File: config.mk
export PLATFORM = sky130hd
export DESIGN_NAME = serial_link_tx
export DESIGN_NICKNAME = d
export VERILOG_FILES = /design/src/rtl/serial_link_tx_pkg.sv /design/src/rtl/serial_link_tx_credit_counter.sv /design/src/rtl/serial_link_tx.sv
export SDC_FILE = /design/constraint.sdc
export NUM_CORES = 1
export LEC_CHECK = 0
export ABC_AREA = 1
export CORE_UTILIZATION = 43
export CTS_BUF_LIST = sky130_fd_sc_hd__clkbuf_8
export DETAILED_ROUTE_END_ITERATION = 7
export PLACE_DENSITY = 0.66
export SYNTH_ARGS = -nofsm -noshare
export SYNTH_HDL_FRONTEND = slang
export SYNTH_HIERARCHICAL = 1
export SYNTH_SLANG_ARGS = --single-unit
File: constraint.sdc
create_clock -name clk -period 3.4 [get_ports clk]
set_clock_uncertainty 0.1 [all_clocks]
set_input_delay 0.68 -clock clk [delete_from_list [all_inputs] [get_ports clk]]
set_output_delay 0.68 -clock clk [all_outputs]
set_load 0.02 [all_outputs]
File: src/rtl/serial_link_tx_pkg.sv
// Shared definitions for the serial link transmitter and its credit counter.
// The TX_PARITY state exists only when SERIAL_LINK_PARITY_EN is defined.
`ifndef PAYLOAD_SIZE
`define PAYLOAD_SIZE 8
`endif
`ifndef ADDR_BITS
`define ADDR_BITS 4
`endif

package serial_link_tx_pkg;

  typedef enum logic [1:0] {
    TX_IDLE   = 2'd0,
`ifdef SERIAL_LINK_PARITY_EN
    TX_PARITY = 2'd2,
`endif
    TX_SHIFT  = 2'd1
  } tx_state_e;

  function automatic int ceil_div(input int num, input int den);
    return (num + den - 1) / den;
  endfunction

endpackage

File: src/rtl/serial_link_tx_credit_counter.sv
// Credit counter for a far-end buffer of CREDITS slots; saturates at CREDITS and
// flags returns that would overflow. Intended for reuse on the rx credit-return side.
module credit_counter
  import serial_link_tx_pkg::*;
#(
  parameter int CREDITS = 4
) (
  input  logic clk,
  input  logic reset,
  input  logic consume,
  input  logic ret,
  output logic zero,
  output logic overflow
);

  localparam int CNT_W = $clog2(CREDITS + 1);
  localparam logic [CNT_W-1:0] MAX_CNT = CNT_W'(CREDITS);

  logic [CNT_W-1:0] count_q;
  logic [CNT_W-1:0] count_d;

  // A simultaneous consume and return cancel out; zero looks ahead to the next count
  // so the owner can register back-pressure in the same cycle the count changes.
  always_comb begin
    count_d  = count_q;
    overflow = 1'b0;
    if (ret && !consume) begin
      if (count_q == MAX_CNT) begin
        overflow = 1'b1;
      end else begin
        count_d = count_q + CNT_W'(1);
      end
    end else if (consume && !ret && (count_q != '0)) begin
      count_d = count_q - CNT_W'(1);
    end
  end

  assign zero = (count_d == '0);

  always_ff @(posedge clk or negedge reset) begin
    if (!reset) begin
      count_q <= MAX_CNT;
    end else begin
      count_q <= count_d;
    end
  end

endmodule

File: src/rtl/serial_link_tx.sv
// Credit-based flit serialiser: one flit per ena, LANES bits per beat, LSB first.
// Define SERIAL_LINK_PARITY_EN to append a one-beat even-parity trailer to each flit.
`ifndef PAYLOAD_SIZE
`define PAYLOAD_SIZE 8
`endif
`ifndef ADDR_BITS
`define ADDR_BITS 4
`endif

module serial_link_tx
  import serial_link_tx_pkg::*;
#(
  parameter int DATA_W  = `PAYLOAD_SIZE + `ADDR_BITS,
  parameter int LANES   = 1,
  parameter int CREDITS = 4
) (
  input  logic              clk,
  input  logic              reset,
  input  logic [DATA_W-1:0] item_in,
  input  logic              ena,
  output logic              busy,
  output logic [LANES-1:0]  ser_data,
  output logic              ser_valid,
  output logic              ser_last,
  input  logic              credit_in,
  output logic              err
);

  localparam int BEATS  = ceil_div(DATA_W, LANES);
  localparam int SH_W   = BEATS * LANES;
  localparam int BEAT_W = (BEATS > 1) ? $clog2(BEATS) : 1;
  localparam logic [BEAT_W-1:0] LAST_BEAT = BEAT_W'(BEATS - 1);

  tx_state_e         state_q, state_d;
  logic [BEAT_W-1:0] beat_q, beat_d;
  logic [SH_W-1:0]   shreg_q, shreg_d;
  logic [LANES-1:0]  ser_data_d;
  logic              ser_valid_d;
  logic              ser_last_d;
  logic              capture;
  logic              credit_zero;
  logic              credit_overflow;
`ifdef SERIAL_LINK_PARITY_EN
  logic              parity_q, parity_d;
`endif

  assign capture = (state_q == TX_IDLE) && ena && !busy;

  credit_counter #(
    .CREDITS (CREDITS)
  ) u_credit_counter (
    .clk      (clk),
    .reset    (reset),
    .consume  (capture),
    .ret      (credit_in),
    .zero     (credit_zero),
    .overflow (credit_overflow)
  );

  // Output registers are loaded with the beat for the coming cycle, so the first
  // beat is already on the link the cycle after capture.
  always_comb begin
    state_d     = state_q;
    beat_d      = beat_q;
    shreg_d     = shreg_q;
    ser_data_d  = '0;
    ser_valid_d = 1'b0;
    ser_last_d  = 1'b0;
`ifdef SERIAL_LINK_PARITY_EN
    parity_d    = parity_q;
`endif
    case (state_q)
      TX_IDLE: begin
        if (capture) begin
          state_d     = TX_SHIFT;
          beat_d      = '0;
          shreg_d     = SH_W'(item_in) >> LANES;
          ser_data_d  = item_in[LANES-1:0];
          ser_valid_d = 1'b1;
`ifdef SERIAL_LINK_PARITY_EN
          parity_d    = ^item_in;
`else
          ser_last_d  = (BEATS == 1);
`endif
        end
      end
      TX_SHIFT: begin
        if (beat_q == LAST_BEAT) begin
`ifdef SERIAL_LINK_PARITY_EN
          state_d     = TX_PARITY;
          ser_valid_d = 1'b1;
          ser_last_d  = 1'b1;
          ser_data_d  = LANES'(parity_q);
`else
          state_d     = TX_IDLE;
`endif
        end else begin
          beat_d      = beat_q + BEAT_W'(1);
          ser_data_d  = shreg_q[LANES-1:0];
          shreg_d     = shreg_q >> LANES;
          ser_valid_d = 1'b1;
`ifndef SERIAL_LINK_PARITY_EN
          ser_last_d  = (beat_d == LAST_BEAT);
`endif
        end
      end
`ifdef SERIAL_LINK_PARITY_EN
      TX_PARITY: begin
        state_d = TX_IDLE;
      end
`endif
      default: begin
        state_d = TX_IDLE;
      end
    endcase
  end

  // busy is low in the capture cycle itself; the router has already read its FIFO.
  always_ff @(posedge clk or negedge reset) begin
    if (!reset) begin
      state_q   <= TX_IDLE;
      beat_q    <= '0;
      shreg_q   <= '0;
      ser_data  <= '0;
      ser_valid <= 1'b0;
      ser_last  <= 1'b0;
      busy      <= 1'b0;
      err       <= 1'b0;
    end else begin
      state_q   <= state_d;
      beat_q    <= beat_d;
      shreg_q   <= shreg_d;
      ser_data  <= ser_data_d;
      ser_valid <= ser_valid_d;
      ser_last  <= ser_last_d;
      busy      <= (state_d != TX_IDLE) || credit_zero;
      err       <= err || (ena && busy) || credit_overflow;
    end
  end

`ifdef SERIAL_LINK_PARITY_EN
  always_ff @(posedge clk or negedge reset) begin
    if (!reset) begin
      parity_q <= 1'b0;
    end else begin
      parity_q <= parity_d;
    end
  end
`endif

endmodule

### Word-level counts from Yosys, hierarchy flattened

Index checks and enable logic that the tools add are counted.

| cells by class | value |
|---|---|
| add/subtract/negate cells | 3 |
| equal/unequal tests | 6 |
| multiplexer cells | 22 |
| reduce and logical (&&, ||, !) cells | 18 |

Operators with widths:

| operator | count |
|---|---|
| $mux 12 | 2 |
| $pmux 12 s2 | 1 |
| $mux 3 | 3 |
| $eq 4x4->1 const B | 2 |
| $mux 1 | 8 |
| $mux 4 | 2 |
| $pmux 4 s2 | 1 |
| $logic_and 1x1->1 | 6 |
| $add 4x1->4 const B | 1 |
| $mux 2 | 2 |
| $pmux 1 s2 | 2 |
| $pmux 2 s2 | 1 |
| $reduce_bool 2->1 | 2 |
| $add 3x1->3 const B | 1 |
| $eq 3x3->1 const B | 1 |
| $logic_not 1->1 | 3 |
| $logic_not 3->1 | 1 |
| $logic_or 1x1->1 | 3 |
| $reduce_and 3->1 | 1 |
| $reduce_bool 3->1 | 1 |
| $sub 3x1->3 const B | 1 |
| $eq 2x1->1 const B | 1 |
| $logic_not 2->1 | 1 |
| $ne 2x1->1 const B | 1 |
| $ne 2x2->1 const B | 1 |

| storage, ports and cells | value |
|---|---|
| bits of input ports | 16 |
| register bits | 26 |
| word-level logic and storage cells | 58 |
| output and inout port bits | 5 |

### Longest topological paths before layout

Gate-level depths: netlist of run 1.

| logic depth | value |
|---|---|
| depth after elaboration | 9 |
| gate-level depth with buffers | 13 |

### Hierarchy

The synthesis of run 1 kept the hierarchy.

By module, submodules not included:

| module | cells an instance | area an instance (um^2) | sequential area each (um^2) | instances |
|---|---|---|---|---|
| serial_link_tx | 139 | 1094.8 | 550.5 | 1 |
| credit_counter | 40 | 285.3 | 76.3 | 1 |

### Worst setup path before layout of run 1

No wires, ideal clock.

| path | value |
|---|---|
| kind | input-to-reg |
| from | input ena |
| to | register busy |
| cell stages on the path | 12 |
| buffers on the path | 0 |
| data arrival time | 1.542 ns |
| path slack | 1.631 ns |
| library setup time | 0.127 ns |
| cells stage by stage | nand3_4 inv_1 inv_2 nor2_4 nand2_2 nand2_1 nand2_1 nand2_2 inv_2 nand3_2 nor2_2 nand3b_1 |

| between the ends | value |
|---|---|
| longest elaborated chain between the ends | 8 |
| elaborated cells between the ends (all ways) | 13 |
| those cells by class | mux: 4; reduce/logical: 9 |

Ends and longest elaborated chain:

| what | line | source |
|---|---|---|
| start, declared | serial_link_tx.sv:20 | `input logic ena,` |
| $logic_and 1x1->1 * (2 in a row) | serial_link_tx.sv:47 | `assign capture = (state_q == TX_IDLE) && ena && !busy;` |
| via capture | serial_link_tx.sv:40 | `logic capture;` |
| $logic_and 1x1->1 (2 in a row) | serial_link_tx_credit_counter.sv:33 | `end else if (consume && !ret && (count_q != '0)) begin` |
| $mux 3 | serial_link_tx_credit_counter.sv:33 |  |
| $mux 3 * | serial_link_tx_credit_counter.sv:27 | `if (ret && !consume) begin` |
| via u_credit_counter.count_d[0] | serial_link_tx_credit_counter.sv:20 | `logic [CNT_W-1:0] count_d;` |
| $logic_not 3->1 * | serial_link_tx_credit_counter.sv:38 | `assign zero = (count_d == '0);` |
| via credit_zero | serial_link_tx.sv:41 | `logic credit_zero;` |
| $logic_or 1x1->1 * | serial_link_tx.sv:136 | `busy <= (state_d != TX_IDLE) \|\| credit_zero;` |
| end signal, assigned | serial_link_tx.sv:136 |  |
| end, declared | serial_link_tx.sv:21 | `output logic busy,` |

The timed path passes the listed nets; every way through them passes the cells marked *.
A chain may end at the register's enable or synchronous reset.

### Worst setup path after layout of run 1

Same ends and word-level chain as after synthesis.

==> results of run 1 <==
-- worst min-delay path by stage --
stage	endpoint	slack (ns)	cells past startpoint
2_1_floorplan	beat_q[0]	0.28	0
3_3_place_gp	err	0.36	1
3_5_place_dp	err	0.36	1
4_1_cts	err	0.38	1
5_1_grt	ser_data	0.42	2
6_report	err	0.37	1
-- flip-flops by register name (all words and copies together), names as in the netlist --
signal                    cells
busy                          1
err                           1
beat_q                        4
ser_valid                     1
shreg_q                      11
ser_data                      1
u_credit_counter/count_q      3
ser_last                      1
state_q                       2
-- kinds of logic after synthesis --
kind of cell	Yosys count
and+or+nand+nor	123
DFF	25
adders and majority gates	5
buffers and inverters	23
other	1
AOI/OAI and AO/OA	2
-- report_power, final --
group / switching (mW) / internal, mW
logic: 0.265 / 0.177
registers: 0.0788 / 0.412
clock network: 0.0955 / 0.0828
-- cell usage in the layout, fill, tap and decap left out --
cell / instances
nor2_4: 2
buf_4: 1
inv_2: 7
clkdlybuf4s50_1: 20
ha_1: 5
o211ai_1: 1
nor2_2: 3
nand3_4: 1
clkbuf_8: 3
nand2_4: 1
nand3_2: 2
clkinvlp_4: 1
inv_1: 12
nand2_2: 5
nand3b_1: 2
nand4_1: 2
a211o_1: 1
dfrtp_1: 24
nand3_1: 20
conb_1: 1
nor2_1: 4
nand2_1: 81
dfstp_2: 1
-- final cells by class --
type                            count  area (um^2)  share of cell area (%)
Sequential cell                    25          627                    37.8
Multi-Input combinational cell    131          651                    39.2
Tap cell                           44         55.1                    3.32
Inverter                           19         71.3                    4.30
Timing Repair Buffer               21          208                    12.5
Clock inverter                      1         7.51                   0.452
Clock buffer                        3         41.3                    2.49
-- metrics by stage --
stage / hold WS, ns / area (um^2) / worst slack [ns] / power (mW)
final: 0.371 / 1660 / 1.06 / 1.11
after global routing: 0.421 / 1660 / 0.905 / 1.21
after CTS: 0.379 / 1660 / 1.06 / 1.12
after detailed placement: 0.363 / 1610 / 0.788 / 0.939
after global placement: 0.362 / 1610 / 0.859 / 0.924
after floorplan: 0.284 / 1380 / 1.63 / 0.823
-- per-layer routing --
| layer | global-route usage, % | routed length, um | up-vias |
|---|---|---|---|
| met5 | 0 | 0 | - |
| met4 | 6.12 | 23 | 0 |
| met3 | 1.98 | 76 | 2 |
| met2 | 31.2 | 1270 | 21 |
| met1 | 22.4 | 1270 | 530 |
| li1 | - | - | 591 |
==> impl_metrics.ini, run 1 <==
[outcome]
status = finished clean

[yosys]
yosysWarnings = 6
synth_xor_area_share_pct = 0
syn_inst = 179
synth_fp_nets = 200
synthFlopType = dfrtp_1
synth_top_area_cell = dfrtp_1
synth-adder-area-share_pct = 4.53
synth-async-reset-ratio_pct = 100
ys_ff_latch = 25
syn_area_per_cell_um2 = 7.71
yosysTopAreaCellShare_pct = 43.5
synth-edff-count = 0
synth_top_family_by_area = simple AND/OR/NAND/NOR gates
yosys.area_share.simple_pct = 41.2
seq_area_frac_synth_pct = 45.4
yosysUniqueCellTypes = 22
synth_most_common_cell = nand2_1
synth_area_leaders = dfrtp_1 (44%), nand2_1 (22%), nand3_1 (7.3%)
syn_area_um2 = 1380
synthMuxAreaShare_pct = 0
ys_top_cells_by_count = nand2_1 (81), dfrtp_1 (24), nand3_1 (20)
synth_compound_area_share_pct = 1.18

[die]
std_cell_rows = 20
num_io_pins = 21
start_util_pct = 45.2
die_w_um = 58.7
coreArea_um2 = 3050
dieHeight_um = 58.7
die_area_um2 = 3440

[clock_tree]
clockRootBuffer = clkbuf_8
post_cts_resized = 0
cts_max_path_buffers = 2
cts-buffers-inserted = 3
cts_hold_buf = 0
clkTransAtPathRegs_ns = 0.09
cts.sinks = 25
cts_setup_buffers = 0
insertion_delay_ns = 0.27
htreeDepth = 1
cts_tree = done

[setup_path]
crit_slowest_cell = clkdlybuf4s50_1
r2r_end = busy
path_cells = clkdlybuf4s50_1, nand3_4, inv_1, inv_2, nor2_4, nand2_2, nand2_1, nand2_1, nand2_2, inv_2, nand3_2, nor2_2, nand3b_1
path_buf_inv = 4
startpoint = ena
r2r_start = state_q[0]
worst-r2r-setup-slack_ns = 1.42
crit_type = in2reg
crit_arrival_ns = 2.37
worst_setup_path_end_kind = flop
crit_fanout = 19
crit_path_max_incr_delay_ns = 0.53
cp_top_family = buffers and inverters
crit_cells = 13
startpoint_type = input port
required_ns = 3.44
cp-endpoint = busy
r2r_cells = 13

[run]
drv_cap = 0

[power_and_ir_drop]
p_leak_nw = 0.858
power_density_nw_per_um2 = 670
vdd_ir_drop_max_uv = 254

[routing]
vias = 1144
vias_per_cell = 4.69
drt_first_pass_iters = 4
ant_nets = 0
drcViolationCount = 0
totalWireLength_um = 2640
drtIter0Drc = 43
wl_per_cell_um = 10.8

[sta]
hold_violations = 0
period_share_pct = 68.7
max_freq_mhz = 428
fin_tns_setup_ns = 0
final-setup-viol-count = 0
min_period_ns = 2.34
rsz0062_at_grt = no
drv_slew = 0

[global_route]
grt_usage_pct = 17.6
antenna_found_initial = 0
grt_max_degree = 26
grt_pass1_vias = 1065
overflow = 0
grt_pass1_wl_um = 4620

[place]
dp.final_hpwl_um = 1890
routabilityCongestion = 0.876
dp_cells = 240
io_buffers = 20

[cells_and_area]
utilization_pct = 54.4
area_delta_synth_final_pct = 20.3
nets = 222
drive_gt1_share_pct = 13.5
final_cells = 244
nFillCells = 306
antenna_cells = 0

[hold_path]
hp-class = reg2reg
hold_start = err
(Power assumes the default switching activity.)
==> run 2: changes to the inputs <==
==> constraint.sdc (replaced) <==
create_clock -name clk -period 2.26 [get_ports clk]
set_clock_uncertainty 0.1 [all_clocks]
set_input_delay 0.452 -clock clk [delete_from_list [all_inputs] [get_ports clk]]
set_output_delay 0.452 -clock clk [all_outputs]
set_load 0.02 [all_outputs]
==> run 2 against run 1 <==
Effect of this change: critical path depth shrank 12; worst setup slack lost 0.61 ns; total power increased by 50%; register-to-register slack lost 0.84 ns; utilization up 0.41 points; via count increased by 3.3%; cell area increased by 0.75%; cell count is 0.82% higher; combinational power is 52% higher; clock power grew 47%; non-clock buffer count is 2 higher; worst hold slack got worse by 0.00088 ns; critical path type is now reg2out; highest routed layer unchanged.
==> impl_metrics.ini, run 2 (same netlist as run 1, synthesis figures left out) <==
[cells_and_area]
nets = 224
layout_commonest_cell = nand2_1
area_delta_synth_final_pct = 21.2
nFillCells = 288
antenna_cells = 0
drive_gt1_share_pct = 14.4
multi_input_area_um2 = 651
reg.largest.list = shreg_q: 11 flops, beat_q: 4 flops, u_credit_counter/count_q: 3 flops
top_register = shreg_q
utilization_pct = 54.8
design_area_um2 = 1670
seq_area_um2 = 627
largest_reg_flops = 11
layout_common_cells = nand2_1 (81), dfrtp_1 (24), nand3_1 (20), clkdlybuf4s50_1 (20), inv_1 (12)

[sta]
rsz0062_at_grt = no
period_share_pct = 79.8
whs_ns = 0.370
drv_slew = 0
fin_tns_setup_ns = 0
final-setup-viol-count = 0
max_freq_mhz = 555
hold_violations = 0
min_period_ns = 1.80

[setup_path]
worst-r2r-setup-slack_ns = 0.58
path_cells = clkdlybuf4s50_1
crit_path_max_incr_delay_ns = 0.61
crit_arrival_ns = 1.25
worst_setup_path_end_kind = output port
crit_slowest_cell = clkdlybuf4s50_1
cp_top_family = buffers and inverters
startpoint_type = flop
r2r_end = busy
crit_fanout = 3
r2r_cells = 13
required_ns = 1.71
path_buf_inv = 1
r2r_start = state_q[1]
crit_type = reg2out

[clock_tree]
post_cts_resized = 0
cts_tree = done
clkTransAtPathRegs_ns = 0.08
insertion_delay_ns = 0.27
cts.sinks = 25
htreeDepth = 1
cts_max_path_buffers = 2
clockRootBuffer = clkbuf_8
cts-buffers-inserted = 3
cts_setup_buffers = 0
cts_hold_buf = 0

[routing]
drcViolationCount = 0
wl_per_cell_um = 10.6
vias = 1182
drtIter0Drc = 49
drt_first_pass_iters = 4
totalWireLength_um = 2610
vias_per_cell = 4.80
ant_nets = 0

[power_and_ir_drop]
power_density_nw_per_um2 = 1000
switchingPower_uw = 655
vdd_ir_drop_max_uv = 523
sw_frac_of_total_pct = 39.2
intPower_mw = 1.02
combPwrFrac_pct = 40.1
power_mw = 1.67
p_seq_share_pct = 44.2
clkPwrFrac_pct = 15.6
p_leak_nw = 0.871

[die]
coreArea_um2 = 3050
num_io_pins = 21
die_area_um2 = 3440
dieHeight_um = 58.7
std_cell_rows = 20
start_util_pct = 45.2
die_w_um = 58.7

[place]
routabilityCongestion = 0.835
dp.final_hpwl_um = 1900
io_buffers = 20
placed_area_um2 = 1630

[hold_path]
hold-path-endpoint = err
hp-class = reg2reg
hold_depth = 1
hold_start = err

[run]
drv_cap = 0

[global_route]
grt_usage_pct = 17.8
antenna_found_initial = 0
grt_pass1_wl_um = 4680
overflow = 0
grt_max_degree = 26
grt_pass1_vias = 1103

[outcome]
status = finished clean
run 2: cell types whose count changed in the layout (fill, tap and decap cells not counted):
cell	previous run	this run
clkinv_2	0	1
buf_4	1	3
clkinvlp_4	1	0
run 2: routing by layer:
layer / global-route usage, % / routed length (um) / share of wire [%] / up-vias
li1: - / - / - / 597
met1: 22.6 / 1150 / 44 / 534
met2: 30.5 / 1270 / 49 / 47
met3: 3.96 / 163 / 6.2 / 4
met4: 5.10 / 28 / 1.1 / 0
met5: 0 / 0 / 0 / -
run 2: power by group through the flow:
stage	registers, mW	logic (mW)	clock network (mW)
floorplan	0.742	0.496	0
global placement	0.739	0.650	0
detailed placement	0.745	0.677	0
CTS	0.737	0.679	0.272
global route	0.763	0.776	0.288
finish	0.740	0.671	0.262
run 2: worst max path at each step:
stage,start,endpoint,slack (ns),cells after the start
2_1_floorplan,busy,busy,0.59,13
5_1_grt,ena,busy,0.34,13
4_1_cts,busy,busy,0.45,1
6_report,busy,busy,0.46,1
3_3_place_gp,ena,busy,0.24,13
3_5_place_dp,ena,busy,0.18,13
run 2: cell type report:
cell class                      instances  share of cell area (%)
Clock buffer                            3                    2.47
Clock inverter                          1                   0.299
Inverter                               19                    4.26
Multi-Input combinational cell        131                    38.9
Sequential cell                        25                    37.5
Tap cell                               44                    3.29
Timing Repair Buffer                   23                    13.3
run 2: worst register-to-register path, stage by stage, from the launching register on:
cell and delay, ns:
dfrtp_1 0.43, nor2_2 0.18, nand3_4 0.08, inv_1 0.09
inv_2 0.05, nor2_4 0.11, nand2_2 0.08, nand2_1 0.06
nand2_1 0.06, nand2_2 0.07, inv_2 0.04, nand3_2 0.05
nor2_2 0.03, nand3b_1 0.14
run 2: through the flow:
stage	setup slack, ns	std cells
3_3_place_gp	0.237	242
2_1_floorplan	0.586	179
6_report	0.457	246
5_1_grt	0.340	246
4_1_cts	0.448	246
3_5_place_dp	0.178	242
